<file path="src/rtl/fetch_unit_pkg.sv">
// Shared types and constants for the instruction-fetch stage.
// Imported by fetch_queue and fetch_unit.
package fetch_unit_pkg;

   localparam int                 INSTR_W   = 32;
   localparam logic [INSTR_W-1:0] NOP_INSTR = '0;

   typedef enum logic [1:0] {
      BOOT = 2'd0,
      RUN  = 2'd1,
      FULL = 2'd2
   } fetch_state_e;

   typedef struct packed {
      logic [31:0]        pc;
      logic [INSTR_W-1:0] instr;
   } fetch_entry_t;

endpackage

</file>
<file path="src/rtl/fetch_unit_if.sv">
// Fetch-stage bus: instruction ROM port plus the decode-side handshake.
// master = fetch unit, slave = ROM/decode side.
interface fetch_unit_if #(parameter int ADDR_W = 8);
   logic [ADDR_W-1:0] imem_addr;
   logic [31:0]       imem_data;
   logic              stall;
   logic              redirect;
   logic [31:0]       redirect_pc;
   logic              inst_valid;
   logic [31:0]       inst_out;
   logic [31:0]       pc_out;
   logic [31:0]       pc_plus4;

   modport master (
      output imem_addr, inst_valid, inst_out, pc_out, pc_plus4,
      input  imem_data, stall, redirect, redirect_pc
   );

   modport slave (
      input  imem_addr, inst_valid, inst_out, pc_out, pc_plus4,
      output imem_data, stall, redirect, redirect_pc
   );
endinterface

</file>
<file path="src/rtl/fetch_queue.sv">
// Synchronous {pc,instr} FIFO with push, pop and flush; flush wins over both.
// Pointers carry one extra wrap bit so full and empty are distinguishable.
module fetch_queue
   import fetch_unit_pkg::*;
#(
   parameter int DEPTH = 2
) (
   input  logic                     clk,
   input  logic                     reset_n,
   input  logic                     flush,
   input  logic                     push,
   input  logic                     pop,
   input  fetch_entry_t             din,
   output fetch_entry_t             head,
   output logic                     empty,
   output logic                     full,
   output logic [$clog2(DEPTH):0]   count
);

   localparam int PTR_W = $clog2(DEPTH);

   fetch_entry_t [DEPTH-1:0] mem;
   logic [PTR_W:0]           wr_ptr, rd_ptr;
   logic                     do_push, do_pop;

   assign empty = (wr_ptr == rd_ptr);
   assign full  = (wr_ptr[PTR_W] != rd_ptr[PTR_W]) &&
                  (wr_ptr[PTR_W-1:0] == rd_ptr[PTR_W-1:0]);
   assign count = wr_ptr - rd_ptr;

   // A push into a full queue is only taken when the head leaves in the same cycle.
   assign do_pop  = pop & ~empty;
   assign do_push = push & (~full | do_pop);

   always_ff @(posedge clk or negedge reset_n) begin
      if (!reset_n) begin
         wr_ptr <= '0;
         rd_ptr <= '0;
      end else if (flush) begin
         wr_ptr <= '0;
         rd_ptr <= '0;
      end else begin
         if (do_push) wr_ptr <= wr_ptr + 1'b1;
         if (do_pop)  rd_ptr <= rd_ptr + 1'b1;
      end
   end

   always_ff @(posedge clk) begin
      if (do_push && !flush) mem[wr_ptr[PTR_W-1:0]] <= din;
   end

   assign head = mem[rd_ptr[PTR_W-1:0]];

endmodule

</file>
<file path="src/rtl/fetch_unit.sv">
// Instruction-fetch stage: owns the PC, drives the ROM address and queues
// fetched {pc,instr} pairs for decode. FETCH_PERF_CNT_EN adds stall/flush counters.
module fetch_unit
   import fetch_unit_pkg::*;
#(
   parameter int          ADDR_W   = 8,
   parameter int          DEPTH    = 2,
   parameter logic [31:0] RESET_PC = 32'h0
) (
   input  logic          clk,
   input  logic          reset_n,
   fetch_unit_if.master  bus
`ifdef FETCH_PERF_CNT_EN
   ,
   output logic [15:0]   stall_cnt,
   output logic [15:0]   flush_cnt
`endif
);

   localparam int               PTR_W = $clog2(DEPTH);
   localparam logic [PTR_W:0]   LAST  = (PTR_W+1)'(DEPTH-1);

   fetch_state_e state_q, state_d;
   logic [31:0]  pc_q, pc_d;
   logic         push, pop, flush;
   fetch_entry_t q_din, q_head;
   logic         q_empty, q_full;
   logic [PTR_W:0] q_count;

   assign pop   = ~q_empty & ~bus.stall;
   assign flush = bus.redirect;
   assign q_din = '{pc: pc_q, instr: bus.imem_data};

   always_ff @(posedge clk or negedge reset_n) begin
      if (!reset_n) begin
         state_q <= BOOT;
         pc_q    <= RESET_PC;
      end else begin
         state_q <= state_d;
         pc_q    <= pc_d;
      end
   end

   // Redirect overrides everything, including the boot bubble.
   always_comb begin
      state_d = state_q;
      pc_d    = pc_q;
      push    = 1'b0;
      if (bus.redirect) begin
         state_d = RUN;
         pc_d    = bus.redirect_pc;
      end else begin
         case (state_q)
            BOOT: state_d = RUN;
            RUN: begin
               push = 1'b1;
               pc_d = pc_q + 32'd4;
               if (!pop && q_count == LAST) state_d = FULL;
            end
            FULL: if (pop) state_d = RUN;
            default: state_d = BOOT;
         endcase
      end
   end

   fetch_queue #(.DEPTH(DEPTH)) u_queue (
      .clk     (clk),
      .reset_n (reset_n),
      .flush   (flush),
      .push    (push),
      .pop     (pop),
      .din     (q_din),
      .head    (q_head),
      .empty   (q_empty),
      .full    (q_full),
      .count   (q_count)
   );

   // Head fields read as NOP/zero while empty so reset clears them without an edge.
   assign bus.imem_addr  = pc_q[ADDR_W-1:0];
   assign bus.inst_valid = ~q_empty;
   assign bus.inst_out   = q_empty ? NOP_INSTR : q_head.instr;
   assign bus.pc_out     = q_empty ? 32'h0 : q_head.pc;
   assign bus.pc_plus4   = bus.pc_out + 32'd4;

`ifdef FETCH_PERF_CNT_EN
   always_ff @(posedge clk or negedge reset_n) begin
      if (!reset_n) begin
         stall_cnt <= '0;
         flush_cnt <= '0;
      end else begin
         if (~q_empty && bus.stall && stall_cnt != 16'hFFFF) stall_cnt <= stall_cnt + 16'd1;
         if (bus.redirect && flush_cnt != 16'hFFFF)          flush_cnt <= flush_cnt + 16'd1;
      end
   end
`endif

endmodule
</file>
<file path="src/flat_wrapper.sv">
// flat-port wrapper written by rule: the top's interface ports become plain ports
module fetch_unit_flat import fetch_unit_pkg::*;
#(
   parameter int          ADDR_W   = 8,
   parameter int          DEPTH    = 2,
   parameter logic [31:0] RESET_PC = 32'h0
)
  (clk, reset_n, bus_imem_addr, bus_inst_valid, bus_inst_out, bus_pc_out, bus_pc_plus4, bus_imem_data, bus_stall, bus_redirect, bus_redirect_pc);
  fetch_unit_if #(.ADDR_W(ADDR_W)) bus_i ();
  input  logic clk;
  input  logic reset_n;
  output wire logic [$bits(bus_i.imem_addr)-1:0] bus_imem_addr;
  output wire logic [$bits(bus_i.inst_valid)-1:0] bus_inst_valid;
  output wire logic [$bits(bus_i.inst_out)-1:0] bus_inst_out;
  output wire logic [$bits(bus_i.pc_out)-1:0] bus_pc_out;
  output wire logic [$bits(bus_i.pc_plus4)-1:0] bus_pc_plus4;
  input wire logic [$bits(bus_i.imem_data)-1:0] bus_imem_data;
  input wire logic [$bits(bus_i.stall)-1:0] bus_stall;
  input wire logic [$bits(bus_i.redirect)-1:0] bus_redirect;
  input wire logic [$bits(bus_i.redirect_pc)-1:0] bus_redirect_pc;
  assign bus_imem_addr = bus_i.imem_addr;
  assign bus_inst_valid = bus_i.inst_valid;
  assign bus_inst_out = bus_i.inst_out;
  assign bus_pc_out = bus_i.pc_out;
  assign bus_pc_plus4 = bus_i.pc_plus4;
  assign bus_i.imem_data = bus_imem_data;
  assign bus_i.stall = bus_stall;
  assign bus_i.redirect = bus_redirect;
  assign bus_i.redirect_pc = bus_redirect_pc;
  fetch_unit #(.ADDR_W(ADDR_W), .DEPTH(DEPTH), .RESET_PC(RESET_PC)) u_core (.clk(clk), .reset_n(reset_n), .bus(bus_i));
endmodule
</file>
<file path="config.mk">
export PLATFORM = sky130hd
export DESIGN_NAME = fetch_unit_flat
export DESIGN_NICKNAME = d
export VERILOG_FILES = /design/src/rtl/fetch_unit_pkg.sv /design/src/rtl/fetch_unit_if.sv /design/src/rtl/fetch_queue.sv /design/src/rtl/fetch_unit.sv /design/src/flat_wrapper.sv
export SDC_FILE = /design/constraint.sdc
export NUM_CORES = 1
export LEC_CHECK = 0
export ABC_AREA = 1
export BUFFER_PORTS_ARGS = -buffer_cell sky130_fd_sc_hd__buf_2
export CORE_MARGIN = 4
export CORE_UTILIZATION = 38
export CTS_BUF_LIST = sky130_fd_sc_hd__clkbuf_8
export DETAILED_ROUTE_END_ITERATION = 10
export PLACE_DENSITY = 0.56
export SLEW_MARGIN = 15
export SYNTH_ARGS = -nofsm -noshare
export SYNTH_HDL_FRONTEND = slang
export SYNTH_SLANG_ARGS = --single-unit
export TNS_END_PERCENT = 100
</file>
<file path="constraint.sdc">
create_clock -name clk -period 11.75 [get_ports clk]
set_input_delay 1.175 -clock clk [delete_from_list [all_inputs] [get_ports clk]]
set_output_delay 1.175 -clock clk [all_outputs]
set_load 0.03 [all_outputs]
</file>
Word-level counts from Yosys, hierarchy flattened. Cells that the tools add are included.

$lt $le $gt $ge: 3. $add $sub $neg: 5. Eq/ne operators: 8. Bitwise gates (word level): 7. Reductions and logical operators: 11. Muxes and demuxes: 19.

Operator list (count): $mux W64 (3); $bwmux W128 (1); $mux W32 (4); $add A32 B3 Y32 const B (2); $demux W64 S1 (1); $mux W2 (7); $ne A3 B2 Y1 const B (2); $pmux W2 S3 (1); $reduce_bool A2 Y1 (3); $add A2 B1 Y2 const B (2); $eq A2 B1 Y1 const B (2); $logic_and A1 B1 Y1 (4); $lt A1 B2 Y1 const B (2); $and A1 B1 Y1 (3); $not A1 Y1 (3); $eq A2 B2 Y1 (1); $eq A2 B2 Y1 const B (1); $logic_not A1 Y1 (2); $logic_not A2 Y1 (1); $mux W1 (2); $reduce_and A2 Y1 (1); $sub A2 B2 Y2 (1); $eq A1 B1 Y1 (1); $ge A1 B1 Y1 const B (1); other kinds (2) (2).

Input bits: 68. Output and inout bits: 105. Register bits after elaboration: 166. Logic and storage cells: 61.

Logic depth before layout (Yosys ltp). Gate-level depths: netlist of run 1.

Word-level depth: 8. Mapped depth: 17. Depth with buffers taken out: 13.

Cells and area by module. Synthesis of run 1 repeated with hierarchy kept, for this count alone.

Cell total of the unflattened synthesis: 1060. Area total of the unflattened synthesis: 8843.5 um2.

By module, submodules not included: fetch_queue (instances 1, cells an instance 372, sequential area each 3943.8 um2, area an instance 4943.5 um2); fetch_unit (instances 1, cells an instance 688, sequential area each 850.8 um2, area an instance 3900.0 um2).

Least setup slack after synthesis of run 1. Ideal clock, no wire load.

Kind: input port to flip-flop. Start: in bus_redirect. End: reg u_core.u_queue.mem[0] in the netlist's numbering, enable pin. Library setup time: 0.486 ns. Stages: 5. Setup slack: 6.845 ns. Buffers on the path: 0. Data arrival time: 4.419 ns. Cells stage by stage: nor2_1 -> nand2_1 -> a31oi_1 -> inv_1 -> nor2_1.

Longest elaborated chain between the ends: 3. Elaborated cells on any way between the ends: 4.

Ends and longest elaborated chain: from (decl) (line flat_wrapper.sv:19) `input wire logic [$bits(bus_i.redirect)-1:0] bus_redirect;`; $mux W1 (line fetch_unit.sv:49) `if (bus.redirect) begin`; $and A1 B1 Y1 (line fetch_queue.sv:33) `assign do_push = push & (~full | do_pop);`; $logic_and A1 B1 Y1 * (line fetch_queue.sv:49) `if (do_push && !flush) mem[wr_ptr[PTR_W-1:0]] <= din;`; to (signal, indexed assignment) (line fetch_queue.sv:49); to (decl) (line fetch_queue.sv:22) `fetch_entry_t [DEPTH-1:0] mem;`.

Mark *: on every way between the ends. The rest lies on a longest branch, timed or not. A chain may end at the register's enable or synchronous reset.

Final worst setup path of run 1.
Start: reg u_core.u_queue.rd_ptr[0]. End: out bus_pc_plus4[12].

Longest elaborated chain between the ends: 4. Elaborated cells on any way between the ends: 5.

Ends and longest elaborated chain: from (decl) (line fetch_queue.sv:23) `logic [PTR_W:0] wr_ptr, rd_ptr;`; from (signal assigned) (line fetch_queue.sv:44) `if (do_pop) rd_ptr <= rd_ptr + 1'b1;`; $mux W64 (not written as such) (2 in series) (line fetch_queue.sv:52) `assign head = mem[rd_ptr[PTR_W-1:0]];`; $mux W32 * (line fetch_unit.sv:83) `assign bus.pc_out = q_empty ? 32'h0 : q_head.pc;`; $add A32 B3 Y32 * (line fetch_unit.sv:84) `assign bus.pc_plus4 = bus.pc_out + 32'd4;`; to (decl) (line flat_wrapper.sv:16) `output wire logic [$bits(bus_i.pc_plus4)-1:0] bus_pc_plus4;`.

Mark *: on every way between the ends. The rest lies on a longest branch, timed or not. The select of a mux whose other input is x is not followed.

==> results of run 1 <==
cell families (layout without fill, tap and decap cells):
group                      after synthesis  count (layout)  synth area share, %
AOI/OAI and AO/OA                       43              43                 2.87
buffers and inverters                  160             327                 8.23
and+or+nand+nor                        627             627                 30.5
adders and majority gates                3               3                0.431
xor gates and xnor gates                29              29                 2.91
DFF                                    166             166                 55.0
registers in the layout, indices dropped and copies added (netlist names):
| register | flops |
|---|---|
| u_core.u_queue.mem | 128 |
| u_core.pc_q | 32 |
| u_core.u_queue.wr_ptr | 2 |
| u_core.state_q | 2 |
| u_core.u_queue.rd_ptr | 2 |
critical path: cells and delay by family (launching register included):
| kind | cells | cell delay, ps |
|---|---|---|
| buf+inv | 4 | 1680 |
| simple gates | 6 | 990 |
| fa+ha+maj | 2 | 720 |
| flops | 1 | 340 |
| xor+xnor | 1 | 150 |
cells in the final DEF, fill, tap and decap left out, types with 2 or more instances in the layout:
| cell type | Yosys | final |
|---|---|---|
| o21ai_0 | 18 | 18 |
| inv_2 | 5 | 6 |
| nand2_2 | 17 | 17 |
| o211ai_1 | 10 | 10 |
| inv_6 | 0 | 5 |
| xor2_1 | 28 | 28 |
| a21oi_1 | 10 | 10 |
| nor2_2 | 23 | 23 |
| edfxtp_1 | 128 | 128 |
| a31oi_1 | 2 | 2 |
| nand2_1 | 425 | 425 |
| dfrtp_1 | 38 | 37 |
| buf_2 | 9 | 172 |
| inv_1 | 112 | 111 |
| buf_4 | 14 | 6 |
| nand3b_1 | 3 | 3 |
| inv_8 | 0 | 4 |
| nor2_4 | 5 | 6 |
| ha_1 | 3 | 3 |
| nand4_1 | 7 | 7 |
| clkbuf_8 | 0 | 17 |
| nand3_1 | 49 | 49 |
| nor3_1 | 6 | 6 |
| nand3_2 | 10 | 9 |
| clkinvlp_4 | 0 | 3 |
| nor2_1 | 80 | 79 |
power groups by stage:
| stage | logic [W] | registers, W | clock network (W) |
|---|---|---|---|
| 2_1_floorplan | 0.000903 | 0.000839 | 0 |
| 3_3_place_gp | 0.00119 | 0.000864 | 0 |
| 3_5_place_dp | 0.00120 | 0.000866 | 0 |
| 4_1_cts | 0.00120 | 0.000853 | 0.000415 |
| 5_1_grt | 0.00130 | 0.000870 | 0.000442 |
| 6_report | 0.00119 | 0.000855 | 0.000404 |
cell type report:
type,instances,share of cell area [%]
clock buffers,17,2.32
clock inverters,15,1.54
inverters,117,4.35
multi-input cells,702,31.9
flip-flops and latches,166,47.5
well taps,285,3.53
repair buffers,178,8.96
metrics by stage:
stage	std cells	power [W]	setup WS, ps
after floorplan	1028	0.00174	6840
after global placement	1448	0.00206	6680
after detailed placement	1448	0.00207	6580
after CTS	1480	0.00247	6070
after global routing	1480	0.00262	5710
final	1480	0.00245	6160
metal layers:
| layer | global-route usage (%) | share of wire, % | vias up |
|---|---|---|---|
| li1 | - | - | 3538 |
| met1 | 25.3 | 49 | 3112 |
| met2 | 26.0 | 44 | 198 |
| met3 | 3.57 | 5.3 | 23 |
| met4 | 4.85 | 1.5 | 0 |
| met5 | 0 | 0 | - |
worst min path at each step:
| stage | start | cells past startpoint | slack, ps | end |
|---|---|---|---|---|
| after CTS | u_core.pc_q[0]$_DFFE_PN0P_ | 0 | 510 | u_core.u_queue.mem[96]$_DFFE_PP_ |
| after global placement | u_core.pc_q[1]$_DFFE_PN0P_ | 0 | 480 | u_core.u_queue.mem[97]$_DFFE_PP_ |
| after floorplan | u_core.pc_q[28]$_DFFE_PN0N_ | 0 | 460 | u_core.u_queue.mem[124]$_DFFE_PP_ |
| final | u_core.pc_q[0]$_DFFE_PN0P_ | 0 | 510 | u_core.u_queue.mem[96]$_DFFE_PP_ |
| after detailed placement | u_core.pc_q[1]$_DFFE_PN0P_ | 0 | 480 | u_core.u_queue.mem[33]$_DFFE_PP_ |
| after global routing | u_core.pc_q[1]$_DFFE_PN0P_ | 0 | 530 | u_core.u_queue.mem[33]$_DFFE_PP_ |
==> qor.csv, run 1 <==
metric;value;unit
grt_setup_unrepaired;false;
vias;6871;
antenna_cells;0;
power.leakage;4.88;nW
combPwrFrac;48.5;%
slew_violations;0;
status;finished, final reports clean;
routed_wl;21.9;mm
final_cell_area;0.0101;mm2
fmax;0.179;GHz
io_pins;173;
yosysMostFrequentCell;nand2_1;
setup_viol;0;
yosysSeqAreaShare;55.0;%
synth_nets;1099;
p_sw_share;49.4;%
final.setup.tns;0;ps
initial_utilization;38.6;%
r2r_slack;8630;ps
syn_area_per_cell;8.48;um2
endpoint;bus_pc_plus4[12];
cp-startpoint;u_core.u_queue.rd_ptr[0]$_DFFE_PN0P_;
postCtsHoldBufs;0;
antenna_left;0;
num-fill-cells;2225;
synthArstFlopShare;22.9;%
dieWidth;159;um
clock_skew;15.1;ps
synth_edf_count;128;
area_growth_syn_to_layout;15.9;%
grt_antenna_before_repair;0;
cts_tree;yes;
grt_pass1_wl;34.9;mm
hp-class;flip-flop to flip-flop;
synthDistinctLibCells;32;
drt-initial-drc-count;453;
ys_warn_count;0;
critical-path-max-stage-delay;700;ps
die_area;0.0254;mm2
rr_startpoint;u_core.u_queue.rd_ptr[0]$_DFFE_PN0P_;
seq_area;0.00480;mm2
placed_cell_area;0.00972;mm2
clockBufferDepth;2;
dp_hpwl;15.8;mm
r2r-end;u_core.u_queue.mem[112]$_DFFE_PP_;
period_share;47.6;%
drc;0;
cts_setup_buffers;0;
slowest_stage;buf_4;
synth_top_area_share;44.1;%
drv_cap;0;
crit_path_cell_trace;buf_4 > ha_1 > nand3_4 > buf_4 > nand2_2 > inv_1 > ha_1 > nand2_1 > nor2_4 > nand2_2 > nor2_2 > xor2_1 > buf_2;
drive_gt1_share;23.0;%
worst-path-max-fanout;93;
grt_max_degree;94;
grt_usage;17.3;%
yosysTopAreaCell;edfxtp_1;
min_period;5590;ps
switching_power;0.00121;W
vdd_ir_drop_max;0.0991;mV
relSlewSlack;35.2;%
powerDensity;242;mW/mm2
routedWlPerCell;14.8;um
internal_power;0.00124;W
worstMarginPinSlew;972;ps
synth-seq-cells;166;
rows;55;
crit_required;10580;ps
fin_util;44.8;%
grt_pass1_vias;6437;
clk_latency;460;ps
yosys-top-cells-area;edfxtp_1 44%, nand2_1 18%, dfrtp_1 11%;
path_class;flip-flop to primary output;
ctsResizeCount;0;
cp-end-kind;primary output;
grt_overflow;0;
core_area;0.0226;mm2
reg2reg_depth;6;
synth-main-ff-cell;edfxtp_1;
synth_common_cells;425 x nand2_1, 128 x edfxtp_1, 112 x inv_1, 80 x nor2_1, 49 x nand3_1;
clkTransAtPathRegs;80;ps
port_buffers;172;
syn_inst;1028;
cts_buffers;17;
pwr-share-seq;35.0;%
holdWs;506;ps
syn_area;0.00872;mm2
via_per_inst;4.64;
gp_congestion;0.895;
clock-sinks;166;
finalHoldViolations;0;
critPathLaunchType;flip-flop;
cts-root-buf;clkbuf_8;
nNetsFinal;1253;
die_h;159;um
clock_power_share;16.5;%
multi_input_area;0.00322;mm2
cts_max_level;4;
drtPass1Iterations;5;
cp_data_arrival_time;4410;ps
No activity file was read; power rests on OpenSTA's default activity.
==> inputs of run 2 (changes only) <==
- clock period: 11.75 -> 5.7 ns (I/O delays scaled with it)
==> qor.csv, run 2 (synthesis results as in run 1) <==
metric;value;unit
drc;0;
critPathBufInv;3;
relSlewSlack;30.9;%
nNetsFinal;1253;
clockBufferDepth;2;
path_class;flip-flop to primary output;
die_h;159;um
worstMarginPinSlew;1040;ps
power.leakage;4.89;nW
antenna_cells;0;
via_per_inst;4.62;
drv_cap;0;
routedWlPerCell;15.1;um
crit_required;5130;ps
grt_antenna_before_repair;0;
port_buffers;172;
cts_tree;yes;
clkTransAtPathRegs;110;ps
grt_pass1_vias;6467;
cp-end-kind;primary output;
cp_data_arrival_time;3570;ps
reg2reg_depth;7;
routed_wl;22.4;mm
topRoutingLayerUsed;met4;
drive_gt1_share;23.0;%
final_cell_mix;425 x nand2_1, 172 x buf_2, 128 x edfxtp_1, 111 x inv_1, 79 x nor2_1;
crit_path_cell_trace;inv_1 > ha_1 > nand3_4 > nand2_2 > inv_1 > ha_1 > nand2_1 > nor2_4 > nand2_2 > xor2_1 > buf_2;
worst-path-max-fanout;43;
grt_pass1_wl;35.1;mm
period_share;72.7;%
final_common_cell;nand2_1;
vias;6833;
wl_met1;10.9;mm
drtPass1Iterations;5;
vdd_ir_drop_max;0.238;mV
largest_reg_flops;128;
grt_setup_unrepaired;false;
stdcell_count;1480;
ctsResizeCount;0;
dp_hpwl;16.2;mm
fmax;0.241;GHz
final.setup.tns;0;ps
core_area;0.0226;mm2
cts-root-buf;clkbuf_8;
cts_buffers;17;
met2_length;10.0;mm
rows;55;
critPathLaunchType;flip-flop;
powerDensity;499;mW/mm2
cp_top_family;simple AND/OR/NAND/NOR gates;
grt_usage;17.5;%
placedCellCount;1448;
grt_overflow;0;
critical-path-max-stage-delay;410;ps
min_period;4140;ps
cp_num_cells;11;
clock-sinks;166;
slew_violations;0;
initial_utilization;38.6;%
cts_setup_buffers;0;
cts_max_level;4;
area_growth_syn_to_layout;16.1;%
num-fill-cells;2300;
clk_latency;460;ps
antenna_left;0;
status;finished, final reports clean;
setup_viol;0;
finalHoldViolations;0;
io_pins;173;
gp_congestion;0.891;
dieWidth;159;um
hp-class;input port to async pin;
slowest_stage;dfrtp_1;
wl_met3;1.15;mm
drt-initial-drc-count;448;
die_area;0.0254;mm2
postCtsHoldBufs;0;
clock_skew;21.9;ps
grt_max_degree;66;
run 2: changes by cell type in the layout (fill, tap and decap cells not counted), sizes merged:
cell and delta:
clkinv +1, inv +2, clkinvlp -2, bufinv -1
run 2: path summary, 6_finish.rpt:
kind | startpoint | to | slack [ps]
max in group asynchronous | reset_n | u_core.u_queue.rd_ptr[0]$_DFFE_PN0P_ | 4830
hold / removal | reset_n | u_core.pc_q[24]$_DFFE_PN0N_ | 230
min in group clk | bus_imem_data[19] | u_core.u_queue.mem[19]$_DFFE_PP_ | 300
setup / recovery | u_core.u_queue.wr_ptr[0]$_DFFE_PN0P_ | bus_pc_plus4[10] | 1560
setup reg to reg | u_core.state_q[0]$_DFFE_PN0P_ | u_core.u_queue.mem[29]$_DFFE_PP_ | 2870
hold reg to reg | u_core.pc_q[1]$_DFFE_PN0P_ | u_core.u_queue.mem[97]$_DFFE_PP_ | 520
run 2: per-layer routing:
metal / vias up / global-route usage, %
li1: 3541 / -
met1: 3077 / 25.1
met2: 191 / 27.1
met3: 24 / 3.75
met4: 0 / 4.65
met5: - / 0
run 2: area by class of cell:
| class | count | area [um2] | area share, % |
|---|---|---|---|
| clock buffers | 17 | 234 | 2.31 |
| clock inverters | 15 | 165 | 1.63 |
| inverters | 117 | 439 | 4.34 |
| multi-input cells | 702 | 3220 | 31.8 |
| flip-flops and latches | 166 | 4800 | 47.4 |
| well taps | 285 | 357 | 3.53 |
| repair buffers | 178 | 906 | 8.95 |
run 2: metrics by stage:
stage | setup WS (ps) | util (%) | hold slack (ps) | instance area, um2 | power (W)
CTS | 1470 | 44.8 | 235 | 10100 | 0.00510
global placement | 2000 | 43.0 | 485 | 9720 | 0.00426
finish | 1560 | 44.8 | 228 | 10100 | 0.00505
detailed placement | 2000 | 43.0 | 493 | 9720 | 0.00427
floorplan | 1400 | - | 274 | 8720 | 0.00359
global route | 1240 | 44.8 | 259 | 10100 | 0.00539
run 2: where the power goes:
part           leakage, nW  internal, W  total, W  switching (W)
Sequential            1.65      0.00158   0.00177       0.000182
Clock                0.202     0.000336  0.000836       0.000500
Combinational         3.04     0.000601   0.00245        0.00185
Total                 4.89      0.00252   0.00505        0.00253
